===== config.mk =====
export PLATFORM = sky130hd
export DESIGN_NAME = ram_stream_reader
export DESIGN_NICKNAME = d
export VERILOG_FILES = /design/src/rtl/ram_stream_reader.sv
export SDC_FILE = /design/constraint.sdc
export NUM_CORES = 1
export LEC_CHECK = 0
export CORE_ASPECT_RATIO = 1.25
export CORE_MARGIN = 2
export CORE_UTILIZATION = 30
export CTS_CLUSTER_SIZE = 25
export DETAILED_ROUTE_END_ITERATION = 16
export GPL_ROUTABILITY_DRIVEN = 0
export SLEW_MARGIN = 20
export SYNTH_ARGS = -nofsm -noshare
export SYNTH_HDL_FRONTEND = slang
export SYNTH_SLANG_ARGS = --single-unit

===== constraint.sdc =====
create_clock -name clk -period 3.2 [get_ports clk]
set_clock_uncertainty 0.15 [all_clocks]
set_input_delay 0.48 -clock clk [delete_from_list [all_inputs] [get_ports clk]]
set_output_delay 0.48 -clock clk [all_outputs]
set_load 0.02 [all_outputs]

===== src/rtl/ram_stream_reader.sv =====
// rtl/ram_stream_reader.sv - drains a RAM address window into a valid/ready stream
module ram_stream_reader #(
    parameter int DATA_WIDTH = 8,
    parameter int ADDR_WIDTH = 12
) (
    input  logic                  clk,
    input  logic                  reset,
    input  logic                  start,
    input  logic [ADDR_WIDTH-1:0] base_addr,
    input  logic [ADDR_WIDTH:0]   length,
    output logic                  busy,
    output logic                  done,
    output logic                  read_req,
    output logic [ADDR_WIDTH-1:0] read_addr,
    input  logic [DATA_WIDTH-1:0] read_data,
    output logic                  m_valid,
    input  logic                  m_ready,
    output logic [DATA_WIDTH-1:0] m_data,
    output logic                  m_last
);

    typedef enum logic [1:0] {IDLE, FETCH, DRAIN} state_t;

    state_t                state;
    logic [ADDR_WIDTH-1:0] addr_cnt;
    logic [ADDR_WIDTH:0]   remaining;
    logic                  req_last;
    logic                  pend;
    logic                  pend_last;

    logic [DATA_WIDTH-1:0] fifo_data [4];
    logic [3:0]            fifo_last;
    logic [1:0]            wr_ptr;
    logic [1:0]            rd_ptr;
    logic [2:0]            fifo_count;

    logic                  pop;
    logic [2:0]            occupancy;
    logic                  can_issue;

    assign m_valid   = (fifo_count != 3'd0);
    assign m_data    = m_valid ? fifo_data[rd_ptr] : '0;
    assign m_last    = m_valid & fifo_last[rd_ptr];
    assign pop       = m_valid & m_ready;

    // Only registered terms, so m_ready never reaches read_req combinationally.
    // The read issued this cycle is not counted, which bounds occupancy at 4.
    assign occupancy = fifo_count + {2'b00, pend};
    assign can_issue = (remaining != '0) && (occupancy <= 3'd2);

    always_ff @(posedge clk) begin
        if (reset) begin
            state     <= IDLE;
            busy      <= 1'b0;
            done      <= 1'b0;
            read_req  <= 1'b0;
            read_addr <= '0;
            addr_cnt  <= '0;
            remaining <= '0;
            req_last  <= 1'b0;
            pend      <= 1'b0;
            pend_last <= 1'b0;
        end else begin
            done      <= 1'b0;
            read_req  <= 1'b0;
            pend      <= read_req;
            pend_last <= req_last;
            case (state)
                IDLE: begin
                    if (start) begin
                        if (length != '0) begin
                            state     <= FETCH;
                            busy      <= 1'b1;
                            read_req  <= 1'b1;
                            read_addr <= base_addr;
                            addr_cnt  <= base_addr + 1'b1;
                            remaining <= length - 1'b1;
                            req_last  <= (length == (ADDR_WIDTH+1)'(1));
                        end else begin
                            done <= 1'b1;
                        end
                    end
                end
                FETCH: begin
                    if (remaining == '0) begin
                        state <= DRAIN;
                    end else if (can_issue) begin
                        read_req  <= 1'b1;
                        read_addr <= addr_cnt;
                        addr_cnt  <= addr_cnt + 1'b1;
                        remaining <= remaining - 1'b1;
                        req_last  <= (remaining == (ADDR_WIDTH+1)'(1));
                    end
                end
                DRAIN: begin
                    if (pop && m_last) begin
                        state <= IDLE;
                        busy  <= 1'b0;
                        done  <= 1'b1;
                    end
                end
                default: state <= IDLE;
            endcase
        end
    end

    always_ff @(posedge clk) begin
        if (reset) begin
            wr_ptr     <= '0;
            rd_ptr     <= '0;
            fifo_count <= '0;
            fifo_last  <= '0;
        end else begin
            if (pend) begin
                fifo_last[wr_ptr] <= pend_last;
                wr_ptr            <= wr_ptr + 1'b1;
            end
            if (pop) begin
                rd_ptr <= rd_ptr + 1'b1;
            end
            case ({pend, pop})
                2'b10:   fifo_count <= fifo_count + 1'b1;
                2'b01:   fifo_count <= fifo_count - 1'b1;
                default: fifo_count <= fifo_count;
            endcase
        end
    end

    // Payload storage needs no reset; m_data is gated by m_valid.
    always_ff @(posedge clk) begin
        if (pend) begin
            fifo_data[wr_ptr] <= read_data;
        end
    end

endmodule


Word-level counts from Yosys, hierarchy flattened

Memory sizes are Yosys's and may differ from the RTL's. A register that Yosys moved wholly into a read port is not among the register bits.
Cells that the tools add are included.

Register bits: 56
Memory bits (writable): 32
Input bits: 37
Output and inout bits: 25
Memories: 1

Memories:

| name      | words | bits a word | read ports | clocked after Yosys merged registers in | wr ports | line | RTL |
|---|---|---|---|---|---|---|---|
| fifo_data | 4     | 8           | 1          | 1                                       | 1        | 31   | `logic [DATA_WIDTH-1:0] fifo_data [4];` |

Add/sub/neg operators: 9
$lt $le $gt $ge: 4
Eq/ne operators: 12
Multiplexer cells: 49
Bitwise gates (word level): 2
Reduce and logical (&&, ||, !) cells: 14

Operator list:

| cell                    | count |
|---|---|
| $mux W12                | 8 |
| $mux W13                | 4 |
| $pmux W12 S2            | 2 |
| $eq A13 B1 Y1 const B   | 2 |
| $pmux W13 S2            | 1 |
| $reduce_bool A13 Y1     | 2 |
| $sub A13 B1 Y13 const B | 2 |
| $add A12 B1 Y12 const B | 2 |
| $mux W1                 | 18 |
| $logic_not A13 Y1       | 1 |
| $mux W2                 | 6 |
| $ne A2 B2 Y1 const B    | 6 |
| $mux W8                 | 1 |
| $pmux W1 S2             | 4 |
| $reduce_and A4 Y1       | 2 |
| $lt A2 B3 Y1 const B    | 2 |
| $pmux W2 S3             | 1 |
| $pmux W3 S2             | 1 |
| $reduce_bool A2 Y1      | 3 |
| $reduce_and A5 Y1       | 1 |
| $add A2 B1 Y2 const B   | 2 |
| $bwmux W4               | 1 |
| $eq A2 B1 Y1 const B    | 2 |
| $eq A2 B2 Y1 const B    | 2 |
| other kinds (11)        | 14 |

Logic depth before layout (Yosys ltp)

Word-level depth: 6
Gate-level depth with buffers: 12
Mapped depth without buffers: 8

Worst setup path before layout

Ideal clock, no wire load.

Path kind: reg2reg
Start: register state[0]
End: register addr_cnt[10]
Setup time: 0.074 ns
Arrival time: 3.071 ns
Data required time: 2.976 ns
Setup slack: -0.095 ns
Stages on the path, launching flop included: 13
Buffers on the path: 4
Period minus slack after synthesis: 3.295 ns
Path through: dfxtp_1 -> clkbuf_1 -> nand2b_1 -> clkbuf_1 -> clkbuf_1 -> clkbuf_1 -> mux2i_1 -> inv_1 -> ha_1 -> nor4b_1 -> nor2b_1 -> mux2_2 -> a31oi_1

Word-level cells in the longest chain between the ends: 3
Elaborated cells between the ends (all ways): 9

Ends and longest elaborated chain:

| element                                                             | line | RTL |
|---|---|---|
| start: declaration                                                  | 24   | `state_t state;` |
| start signal: assignment                                            | 53   | `state <= IDLE;` |
| start signal: assignment                                            | 72   | `state <= FETCH;` |
| start signal: assignment                                            | 86   | `state <= DRAIN;` |
| $eq A2 B1 Y1 / $logic_not A2 Y1 (equally long branches)             | 68   | `case (state)` |
| $ne A2 B2 Y1 (no line) / $reduce_bool A2 Y1 (equally long branches) | n/a  |  |
| $reduce_and A5 Y1 (no line)                                         | n/a  |  |
| end signal: assignment                                              | 76   | `addr_cnt <= base_addr + 1'b1;` |
| end signal: assignment                                              | 90   | `addr_cnt <= addr_cnt + 1'b1;` |
| end: declaration                                                    | 25   | `logic [ADDR_WIDTH-1:0] addr_cnt;` |

Several ways; a longest one is shown, not always the timed one.
A chain may end at the register's enable or synchronous reset.

Worst setup path after layout

Start: input port length[3]
End: register addr_cnt[4]

Word-level cells in the longest chain between the ends: 3

Ends and longest elaborated chain:

| element                     | line | RTL |
|---|---|---|
| start: declaration          | 10   | `input logic [ADDR_WIDTH:0] length,` |
| $reduce_bool A13 Y1         | 71   | `if (length != '0) begin` |
| $ne A2 B2 Y1 (no line)      | n/a  |  |
| $reduce_and A5 Y1 (no line) | n/a  |  |

No other way between the ends.

==> results.md <==
- Netlist Area Pre-Place: 4650 µm²
- Status: finished, final reports clean
- # hold bufs at CTS: 0
- CTS Buffer Depth: 2
- Post-DP HPWL: 8060 µm
- WHS: 310 ps
- Most used DFF post-synth: dfxtp_1
- FMAX: 334 MHz
- Max-cap violations: 0
- DRT Wirelength: 11200 µm
- DRT Pass-1 Iters: 4
- Peak supply drop: 285 µV
- Vias in the first global route: 3876
- Reg-to-reg startpoint: remaining[0]$_SDFFE_PP0P_
- Yosys reg bits: 90
- IO Pins: 62
- Synth-to-layout area growth: 26.8%
- Worst setup path start: length[3]
- Largest net degree at the start of global routing: 48
- Post-layout net count: 609
- Seq/Total Area, Yosys: 45.6%
- Kind of critical path: input port to flop
- Relative slew slack: 54.7%
- Starting DRT DRC Count: 269
- H-tree depth: 3
- Buffer count from post-CTS setup fixing: 0
- Gr ovfl total: 0
- Core box area: 15100 µm²
- Distinct cells, synth: 52
- Cell Rows: 50
- Vias: 3771
- Cell Pwr Density: 643 nW/µm²
- Worst R2R End: addr_cnt[8]$_SDFFE_PP0P_
- Number of CTS-inserted buffers: 9
- Post-synth EDFFs: 32
- Fillcell total: 1485
- Crit path launch type: input port
- Worst-path fanout max: 16
- Post-CTS Resized: 0
- Final setup viols: 0
- Final ANT Viol Nets: 0
- Tmin final: 3000 ps
- Warning count from the yosys run: 0
- Worst-skew pair later-pin latency: 340 ps
- Die W: 115 µm
- Post-route clock period utilization: 93.6%
- FF-to-FF setup slack: 570 ps
- Total clock sinks: 90
- Die area: 16500 µm²
- Async S/R FF share, synth: 0%
- Synthesized area per cell: 9.51 µm²
- Max-slew violations: 0
- R2R depth: 10
- Clock slew at reported path FFs: 60 ps
- Leak: 2.11 nW
- Post-route cell area: 5900 µm²
- Wire length per cell: 14.5 µm
- CP endpoint kind: flop
- Diodes inserted: 0
- Required time worst endpoint: 3310 ps
- Gate Count Post-Synth: 489
- DR vias/cell: 4.89
- Placed Instance Area: 5600 µm²
- GR Util All Layers: 14.2%
- RSZ-0062 raised after global routing: false
- First-pass GRT wire length: 18700 µm
- Die Y: 143 µm
- Share of layout cells above drive strength 1: 12.8%
- Antenna violations before repair: 0
- Syn Nets: 540
- Initial Utilization: 30.8%
- Measured slew at the worst slew-check pin: 680 ps
- Critical Path Sink: addr_cnt[4]$_SDFFE_PP0P_
- CTS tree: built
- CTS Root Cell: clkbuf_16
- Final hold violations: 0
- HP Class: flop to flop
- Drt drc: 0
- PortBufs: 61
- CP Data Arrival Time: 3110 ps
cells in the final DEF (no fill, tap or decap), types with 2 or more instances in the layout:
cell	synthesis	final
nor3b_1	8	8
nor3_1	14	14
or4_1	4	4
xnor2_1	8	8
inv_6	0	3
clkbuf_16	0	9
a41oi_1	2	2
and4b_1	4	4
or3_1	8	8
a211oi_1	2	2
clkdlybuf4s50_1	0	60
and3_1	4	4
mux2i_1	8	8
edfxtp_1	32	32
nand2_1	43	43
ha_1	13	13
or2_2	5	5
a211oi_2	8	8
nand2b_1	7	6
and2_1	13	13
mux4_2	9	9
xor2_1	10	10
buf_4	0	25
nand4_1	3	3
nor2_1	59	59
dfxtp_1	58	58
nor2b_1	4	4
o21ai_0	29	29
nor4_1	5	5
a31oi_1	15	15
a311oi_2	4	4
nand3_1	8	8
a21oi_1	31	31
o211ai_1	4	4
inv_1	18	18
o22ai_1	3	3
stage by stage:
stage	setup slack (ps)	TNS (ps)	std cells	power, mW	util [%]
after detailed placement	-131	-2650	755	2.74	37.1
after global placement	-125	-1840	755	2.70	37.1
after global routing	61.7	0	771	4.02	39.1
final	204	0	771	3.79	39.1
after CTS	202	0	771	3.82	39.1
after floorplan	66.2	0	489	2.27	-
cell families after synthesis:
kind of cell	after synthesis	share of synthesized area [%]
AOI/OAI and AO/OA	105	14.9
xor gates and xnor gates	18	3.39
adders and majority gates	14	3.93
buffers and inverters	47	4.41
DFF	90	45.6
muxes	18	6.32
and+or+nand+nor	197	21.4
where the power goes:
group	total (mW)	internal (mW)	switching, mW
registers	1.45	1.32	0.128
logic	1.26	0.571	0.685
clock network	1.09	0.618	0.467
total	3.79	2.51	1.28
synth_stat cells, drive strengths merged (2+ instances only):
master	n	share of area, %
nor2	59	4.8
dfxtp	58	25
nand2	43	3.5
edfxtp	32	21
a21oi	31	3.3
o21ai	29	3.1
clkbuf	18	1.5
inv	18	1.5
a31oi	15	2.0
and2	14	1.9
nor3	14	1.5
ha	13	3.5
buf	11	1.5
a211oi	10	2.5
xor2	10	1.9
mux4	9	4.4
mux2i	8	1.7
nand3	8	0.86
nor3b	8	1.3
or3	8	1.1
xnor2	8	1.5
nand2b	7	0.94
or2	6	0.81
a311oi	5	1.5
nor4	5	0.67
or4	5	0.89
and3	4	0.54
and4b	4	0.86
nor2b	4	0.54
o211ai	4	0.65
nand4	3	0.40
o22ai	3	0.40
a41oi	2	0.38
nor4b	2	0.38
registers in the layout (all words and copies together) (netlist names), 2 cells and up, named ones only:
name        cells
wr_ptr          2
fifo_last       4
fifo_data      32
addr_cnt       12
rd_ptr          2
read_addr      12
state           2
remaining      13
fifo_count      3
worst min-delay path by stage:
| stage | from | end | slack [ps] | cells past startpoint |
|---|---|---|---|---|
| 2_1_floorplan | addr_cnt[1]$_SDFFE_PP0P_ | addr_cnt[1]$_SDFFE_PP0P_ | 280 | 2 |
| 3_3_place_gp | addr_cnt[1]$_SDFFE_PP0P_ | addr_cnt[1]$_SDFFE_PP0P_ | 290 | 2 |
| 3_5_place_dp | read_req$_SDFF_PP0_ | pend$_SDFF_PP0_ | 300 | 1 |
| 4_1_cts | addr_cnt[1]$_SDFFE_PP0P_ | addr_cnt[1]$_SDFFE_PP0P_ | 310 | 2 |
| 5_1_grt | read_req$_SDFF_PP0_ | pend$_SDFF_PP0_ | 340 | 1 |
| 6_report | addr_cnt[9]$_SDFFE_PP0P_ | addr_cnt[9]$_SDFFE_PP0P_ | 310 | 2 |
per-layer routing:
| metal | share of wire, % | track usage, % | wire length (µm) |
|---|---|---|---|
| met5 | 0 | 0 | 0 |
| met4 | 1.7 | 5.52 | 187 |
| met3 | 4.2 | 2.25 | 469 |
| met2 | 49 | 24.3 | 5470 |
| met1 | 45 | 17.7 | 5050 |
area by class of cell:
type	count	area, µm²	share of cell area [%]
inverter	18	67.6	1.15
clock inverter	6	72.6	1.23
timing repair buffer	87	813	13.8
clock buffer	10	229	3.88
sequential	90	2120	36.0
multi-input combinational	352	2330	39.6
tap	208	260	4.41
worst max-delay path: stages:
cell	delay, ps
clkdlybuf4s50_1	410
or4_1	540
or4_4	510
o31a_1	280
buf_4	200
nor2_1	150
buf_4	210
o21ai_0	120
a31oi_1	200
(Power assumes the default switching activity.)
